`src/rtl/alu_pkg.sv`:
```
// Shared definitions for the 16-bit ALU and its downstream result stage.
// Flag layout is {V,P,Zr,CY,S}, bit4..bit0.
package alu_pkg;

  localparam int ALU_W  = 16;
  localparam int FLAG_W = 5;

  localparam int FLG_S  = 0;
  localparam int FLG_CY = 1;
  localparam int FLG_ZR = 2;
  localparam int FLG_P  = 3;
  localparam int FLG_V  = 4;

  typedef struct packed {
    logic [ALU_W-1:0]  z;
    logic [FLAG_W-1:0] flags;
  } alu_result_t;

  function automatic logic [FLAG_W-1:0] pack_flags(input logic v, input logic p,
                                                   input logic zr, input logic cy,
                                                   input logic s);
    logic [FLAG_W-1:0] f;
    f         = '0;
    f[FLG_V]  = v;
    f[FLG_P]  = p;
    f[FLG_ZR] = zr;
    f[FLG_CY] = cy;
    f[FLG_S]  = s;
    return f;
  endfunction

endpackage

```
`src/rtl/skid_fifo2.sv`:
```
// Generic 2-entry valid/ready buffer. in_ready depends only on registered
// occupancy, so there is no combinational path from out_ready to in_ready.
module skid_fifo2 #(
  parameter int W     = 21,
  parameter int DEPTH = 2
) (
  input  logic         clk,
  input  logic         rst_n,
  input  logic         in_valid,
  output logic         in_ready,
  input  logic [W-1:0] in_data,
  output logic         out_valid,
  input  logic         out_ready,
  output logic [W-1:0] out_data
);

  localparam logic [1:0] FULL = 2'(DEPTH);

  logic [W-1:0] mem [2];
  logic [W-1:0] last_pop;
  logic         wr_ptr;
  logic         rd_ptr;
  logic [1:0]   count;
  logic         push;
  logic         pop;

  assign in_ready  = (count != FULL);
  assign out_valid = (count != 2'd0);
  assign push      = in_valid && in_ready;
  assign pop       = out_valid && out_ready;

  // When empty the outputs keep showing the most recently popped entry.
  assign out_data  = out_valid ? mem[rd_ptr] : last_pop;

  always_ff @(posedge clk) begin
    if (!rst_n) begin
      mem[0]   <= '0;
      mem[1]   <= '0;
      last_pop <= '0;
      wr_ptr   <= 1'b0;
      rd_ptr   <= 1'b0;
      count    <= 2'd0;
    end else begin
      if (push) begin
        mem[wr_ptr] <= in_data;
        wr_ptr      <= ~wr_ptr;
      end
      if (pop) begin
        last_pop <= mem[rd_ptr];
        rd_ptr   <= ~rd_ptr;
      end
      count <= count + {1'b0, push} - {1'b0, pop};
    end
  end

endmodule

```
`src/rtl/alu_result_stage.sv`:
```
// Registered result stage after the ALU: buffers {Z, flags} in a 2-entry skid
// FIFO and keeps sticky carry/overflow status plus an accepted-result counter.
module alu_result_stage
  import alu_pkg::*;
#(
  parameter int WIDTH = ALU_W,
  parameter int DEPTH = 2,
  parameter int CNT_W = 8
) (
  input  logic              clk,
  input  logic              rst_n,
  input  logic              in_valid,
  output logic              in_ready,
  input  logic [WIDTH-1:0]  Z,
  input  logic              S,
  input  logic              CY,
  input  logic              Zr,
  input  logic              P,
  input  logic              V,
  output logic              out_valid,
  input  logic              out_ready,
  output logic [WIDTH-1:0]  out_z,
  output logic [FLAG_W-1:0] out_flags,
  output logic              sticky_cy,
  output logic              sticky_v,
  input  logic              clr_sticky,
  output logic [CNT_W-1:0]  res_count
);

  localparam int EW = WIDTH + FLAG_W;

  logic [EW-1:0] in_entry;
  logic [EW-1:0] head;
  logic          push;

  assign in_entry  = {Z, pack_flags(V, P, Zr, CY, S)};
  assign push      = in_valid && in_ready;
  assign out_z     = head[EW-1:FLAG_W];
  assign out_flags = head[FLAG_W-1:0];

  skid_fifo2 #(
    .W     (EW),
    .DEPTH (DEPTH)
  ) u_fifo (
    .clk       (clk),
    .rst_n     (rst_n),
    .in_valid  (in_valid),
    .in_ready  (in_ready),
    .in_data   (in_entry),
    .out_valid (out_valid),
    .out_ready (out_ready),
    .out_data  (head)
  );

  // A set from an accepted push takes priority over a same-cycle clear.
  always_ff @(posedge clk) begin
    if (!rst_n) begin
      sticky_cy <= 1'b0;
      sticky_v  <= 1'b0;
      res_count <= '0;
    end else begin
      sticky_cy <= (sticky_cy && !clr_sticky) || (push && CY);
      sticky_v  <= (sticky_v  && !clr_sticky) || (push && V);
      if (push) res_count <= res_count + CNT_W'(1);
    end
  end

endmodule

```
`config.mk`:
```
export PLATFORM = sky130hd
export DESIGN_NAME = alu_result_stage
export DESIGN_NICKNAME = d
export VERILOG_FILES = /design/src/rtl/alu_pkg.sv /design/src/rtl/skid_fifo2.sv /design/src/rtl/alu_result_stage.sv
export SDC_FILE = /design/constraint.sdc
export NUM_CORES = 1
export LEC_CHECK = 0
export ABC_CLOCK_PERIOD_IN_PS = 4500
export CAP_MARGIN = 15
export CELL_PAD_IN_SITES_DETAIL_PLACEMENT = 0
export CELL_PAD_IN_SITES_GLOBAL_PLACEMENT = 2
export CORE_MARGIN = 2
export CORE_UTILIZATION = 37
export DETAILED_ROUTE_END_ITERATION = 10
export GPL_TIMING_DRIVEN = 0
export PLACE_DENSITY_LB_ADDON = 0.2
export SLEW_MARGIN = 30
export SYNTH_ARGS = -nofsm -noshare
export SYNTH_HDL_FRONTEND = slang
export SYNTH_SLANG_ARGS = --single-unit
```
`constraint.sdc`:
```
create_clock -name clk -period 4.5 [get_ports clk]
set_input_delay 1.35 -clock clk [delete_from_list [all_inputs] [get_ports clk]]
set_output_delay 1.35 -clock clk [all_outputs]
set_load 0.01 [all_outputs]
```
; Word-level counts from Yosys, hierarchy flattened
; Memory sizes are Yosys's and may differ from the RTL's. A register that Yosys moved wholly into a read port is not among the register bits.
; Cells that the tools add are included.
[totals]
reg_bits = 35
latch_bits = 0
ram_bits = 42
romBits = 0
inputBits = 26
out_inout_bits = 33
memories = 1
[op_classes]
addsub = 3
mul = 0
div_mod_pow = 0
order_cmp = 0
n_eq_ne = 1
shift = 0
n_mux = 10
bitwise = 2
reduce_logical = 11
[memory_table]
columns = memory, depth, word_bits, read_ports, rd_clocked_by_memory_dff, wr, line_no
row1 = u_fifo.mem, 2, 21, 1, 1, 2, skid_fifo2.sv:19  ; logic [W-1:0] mem [2];
[op_table]
columns = cell, n
row1 = 21-bit 2-to-1 mux, 2
row2 = 21-bit OR reduction, 1
row3 = 8-bit by 1-bit adder with 8-bit output (second input constant), 1
row4 = 1-bit 2-to-1 mux, 8
row5 = 1-bit logical AND, 6
row6 = 2-bit by 1-bit adder with 2-bit output, 1
row7 = 1-bit logical OR, 2
row8 = 2-bit != test (second input constant), 1
row9 = 1-bit inverter, 2
row10 = 2-bit nonzero test, 1
row11 = 2-bit by 1-bit subtractor with 2-bit output, 1
row12 = 1-bit zero test, 1

; Longest topological paths before layout
[logic_depth]
ltp_word = 7
depth_mapped = 7

; Cells and area by module
; A second synthesis with hierarchy kept.
[hier_totals]
hier_cells = 308
hier_area_um2 = 3392.0
[by_module_without_submodules]
columns = mod, instances, cells_each, area_per_inst_um2, seq_area_each_um2
row1 = skid_fifo2, 1, 261, 2976.6, 1781.7
row2 = alu_result_stage, 1, 47, 415.4, 200.2

; Worst setup path after synthesis
; OpenSTA, ideal clock, no wires.
[synth_timing]
kind = input to register
from = input in_valid
to = memory u_fifo.mem[0][0] (enable)
setup_ps = 378
arrival_time_ps = 2374
path_slack_ps = 1749
stages = 4
path_buffers = 1
path_cell_list = buf_4 -> inv_2 -> or3_1 -> nand2_1
[synth_lines]
columns = element, line_no
row1 = "start, declared", alu_result_stage.sv:12  ; input logic in_valid,
row2 = "end, declared", skid_fifo2.sv:19

; Final worst setup path
[layout_timing]
from = register u_fifo.count[0]
to = output out_z[14]
[layout_between]
elab_chain_len = 2
[layout_rtl]
columns = element, line_no
row1 = "start, declared", skid_fifo2.sv:23  ; logic [1:0] count;
row2 = "start signal, assigned", skid_fifo2.sv:52  ; count <= count + {1'b0, push} - {1'b0, pop};
row3 = 2-bit nonzero test, skid_fifo2.sv:28  ; assign out_valid = (count != 2'd0);
row4 = 21-bit 2-to-1 mux, skid_fifo2.sv:33  ; assign out_data = out_valid ? mem[rd_ptr] : last_pop;
row5 = "end, declared", alu_result_stage.sv:22  ; output logic [WIDTH-1:0] out_z,
; Every way passes these cells.

==> results_dict.tcl <==
set metrics [dict create \
    vias 2471 \
    crit_type "reg -> out" \
    detail-route-antenna-nets 0 \
    slowest_stage "clkdlybuf4s50_1" \
    io_buffers 57 \
    layout-drive-gt1-share_pct 15.21 \
    grt_pass1_wl_um 12540 \
    syn_nets 343 \
    syn_area_um2 3487 \
    row_count 35 \
    ys_warn_count 0 \
    cts_buffers 9 \
    firstDrtPassIters 4 \
    max-slew-margin-rel_pct 60.85 \
    synth_area_per_cell_um2 11.07 \
    overflow 0 \
    hold_viol_final 0 \
    hold_buffers 0 \
    grt_setup_unrepaired "false" \
    drc 0 \
    dieArea_um2 10220 \
    yosysTopAreaCell "edfxtp_1" \
    cts_buffer_depth 2 \
    slew_violations 0 \
    grt_antenna_before_repair 0 \
    grt_pass1_vias 2468 \
    placed_area_um2 4199 \
    yosys-top-cells-area "edfxtp_1 (36%), dfxtp_1 (21%), mux2i_1 (7.2%)" \
    io_pins 59 \
    h-tree-depth 3 \
    final_area_um2 4423 \
    synth_cells 315 \
    yosysTopAreaCellShare_pct 36.17 \
    fin_tns_setup_ns 0 \
    fill_cells 863 \
    ys_seq_area_share_pct 56.84 \
    dieHeight_um 101.1 \
    die_w_um 101.1 \
    final-setup-viol-count 0 \
    post_drt_wl_per_cell_um 15.02 \
    finalCriticalPeriod_ns 3.560 \
    cts_tree "built" \
    cts.reportedPaths.clkPinSlew_ns 0.08 \
    path_max_fanout 10 \
    holdCritPathClass "reg -> reg" \
    final_nets 411 \
    crit_buf_inv 3 \
    ys_types 37 \
    dp_hpwl_um 5004 \
    post_cts_buffers 0 \
    track_usage_pct 16.00 \
    worstPathRequired_ns 3.15 \
    drv_cap 0 \
    crit_chain "or2_2 -> clkbuf_1 -> buf_2 -> nor2_1 -> a21oi_1 -> clkdlybuf4s50_1" \
    leakage_uw 0.001616 \
    root_buffer "clkbuf_8" \
    ys_ff_latch 78 \
    totalWireLength_um 7497 \
    viasPerCell 4.952 \
    grt_max_degree 22 \
    path_delay_family "buffers and inverters" \
    drt_iter0_markers 64 \
    start_util_pct 37.92 \
    synthToLayoutAreaGrowth_pct 26.84 \
    cts.sinks 78 \
    p_per_area_nw_per_um2 613.9 \
    core_area_um2 9196 \
    critPathCaptureType "output port" \
    ctsResizeCount 0 \
    cpPeakStageDelay_ns 0.57 \
    antennaDiodeCount 0 \
    tightest_slew_ns 0.5872 \
    min_period_over_period_pct 79.12 \
    vdd_drop_max_v 0.0002162 \
    cp-start-kind "flop" \
    clock_latency_ns 0.34 \
    arrival_ns 2.21 \
    fin_skew_ns 0.006674 \
    gp_congestion 0.7154 \
    status "finished, final reports clean" \
    maxClockFrequency_mhz 280.9 \
]
[state kept, by name, summed over array words and instances, names as in the netlist, named ones only]
signal,count
u_fifo.wr_ptr,1
u_fifo.count,2
sticky_cy,1
res_count,8
sticky_v,1
u_fifo.mem,42
u_fifo.last_pop,21
u_fifo.rd_ptr,1
[layer usage]
layer / part of all wire (%) / vias up / wire [um] / track usage (%)
li1: - / 1250 / - / -
met1: 50 / 1170 / 3745 / 22.84
met2: 46 / 43 / 3441 / 24.40
met3: 3.1 / 8 / 229 / 3.121
met4: 1.1 / 0 / 81 / 5.301
met5: 0 / - / 0 / 0
[worst min-delay path: stages, from the launching register on]
cell     delay (ns)
dfxtp_1        0.33
nand2_1        0.05
mux2i_1        0.05
[cells by family after synthesis]
| family | share of synthesized area (%) |
|---|---|
| and+or+nand+nor | 19.91 |
| buffers and inverters | 4.700 |
| AOI/OAI and AO/OA | 10.15 |
| muxes | 7.176 |
| xor gates and xnor gates | 0.5024 |
| DFF | 56.84 |
| adders and majority gates | 0.7175 |
[stage by stage]
step	instances	setup WS (ns)	hold WS, ns	utilization (%)	total power [uW]
after floorplan	315	1.749	0.4784	-	1624
after global placement	483	1.002	0.4583	45.63	2156
after detailed placement	483	0.9325	0.4692	45.66	2162
after CTS	499	0.9093	0.4814	48.07	2748
after global routing	499	0.7524	0.5152	48.10	2905
final	499	0.9397	0.4789	48.10	2715
[cell usage after synthesis, drive strengths merged]
| library cell | n |
|---|---|
| or2 | 1 |
| nor2b | 1 |
| o31ai | 2 |
| a21oi | 27 |
| and4 | 1 |
| xnor2 | 1 |
| dfxtp | 36 |
| nand3 | 2 |
| or4 | 2 |
| clkbuf | 9 |
| or3 | 2 |
| and2 | 42 |
| a31oi | 1 |
| nor3b | 1 |
| ha | 2 |
| xor2 | 1 |
| nor3 | 2 |
| a32oi | 2 |
| nand4 | 3 |
| edfxtp | 42 |
| buf | 15 |
| o21ai | 3 |
| nor4 | 5 |
| o21a | 1 |
| inv | 7 |
| nand2 | 7 |
| a211oi | 21 |
| mux2i | 25 |
| nand2b | 5 |
| nor2 | 46 |
[report_power, final]
group          leakage [uW]  internal [uW]  switching (uW)
Combinational      0.000769            573             612
Sequential         0.000740            889            55.9
Clock              0.000107            318             267
[area by class of cell]
cell class	instances	area [um2]	area share (%)
Clock inverter	6	93.84	2.122
Timing Repair Buffer	57	570.5	12.90
Tap cell	111	138.9	3.140
Buffer	24	135.1	3.055
Inverter	7	28.78	0.6506
Sequential cell	78	1982	44.81
Multi-Input combinational cell	206	1346	30.44
Clock buffer	10	127.6	2.885
[worst paths after layout]
path,start,slack (ns),to,cells past startpoint
worst max-delay path,u_fifo.count[0],0.94,out_z[14],6
worst min-delay path,res_count[7],0.48,res_count[7],2
worst max register to register,u_fifo.count[1],2.68,u_fifo.mem[1][1],4
worst min register to register,res_count[7],0.48,res_count[7],2
[cell usage in the layout, fill, tap and decap left out, types with 3 or more instances in the layout]
cell and instances:
clkbuf_1 9, nand2_1 6, and2_4 20, and2_1 22, edfxtp_1 42, clkdlybuf4s50_1 57, a211oi_1 21, buf_4 4
nand2b_1 4, dfxtp_1 36, a21oi_1 27, inv_1 5, o21ai_0 3, mux2i_1 25, nor4_1 4, clkbuf_8 9
nor2_1 46, buf_2 9, nand4_1 3
No activity file was read; power rests on OpenSTA's default activity.
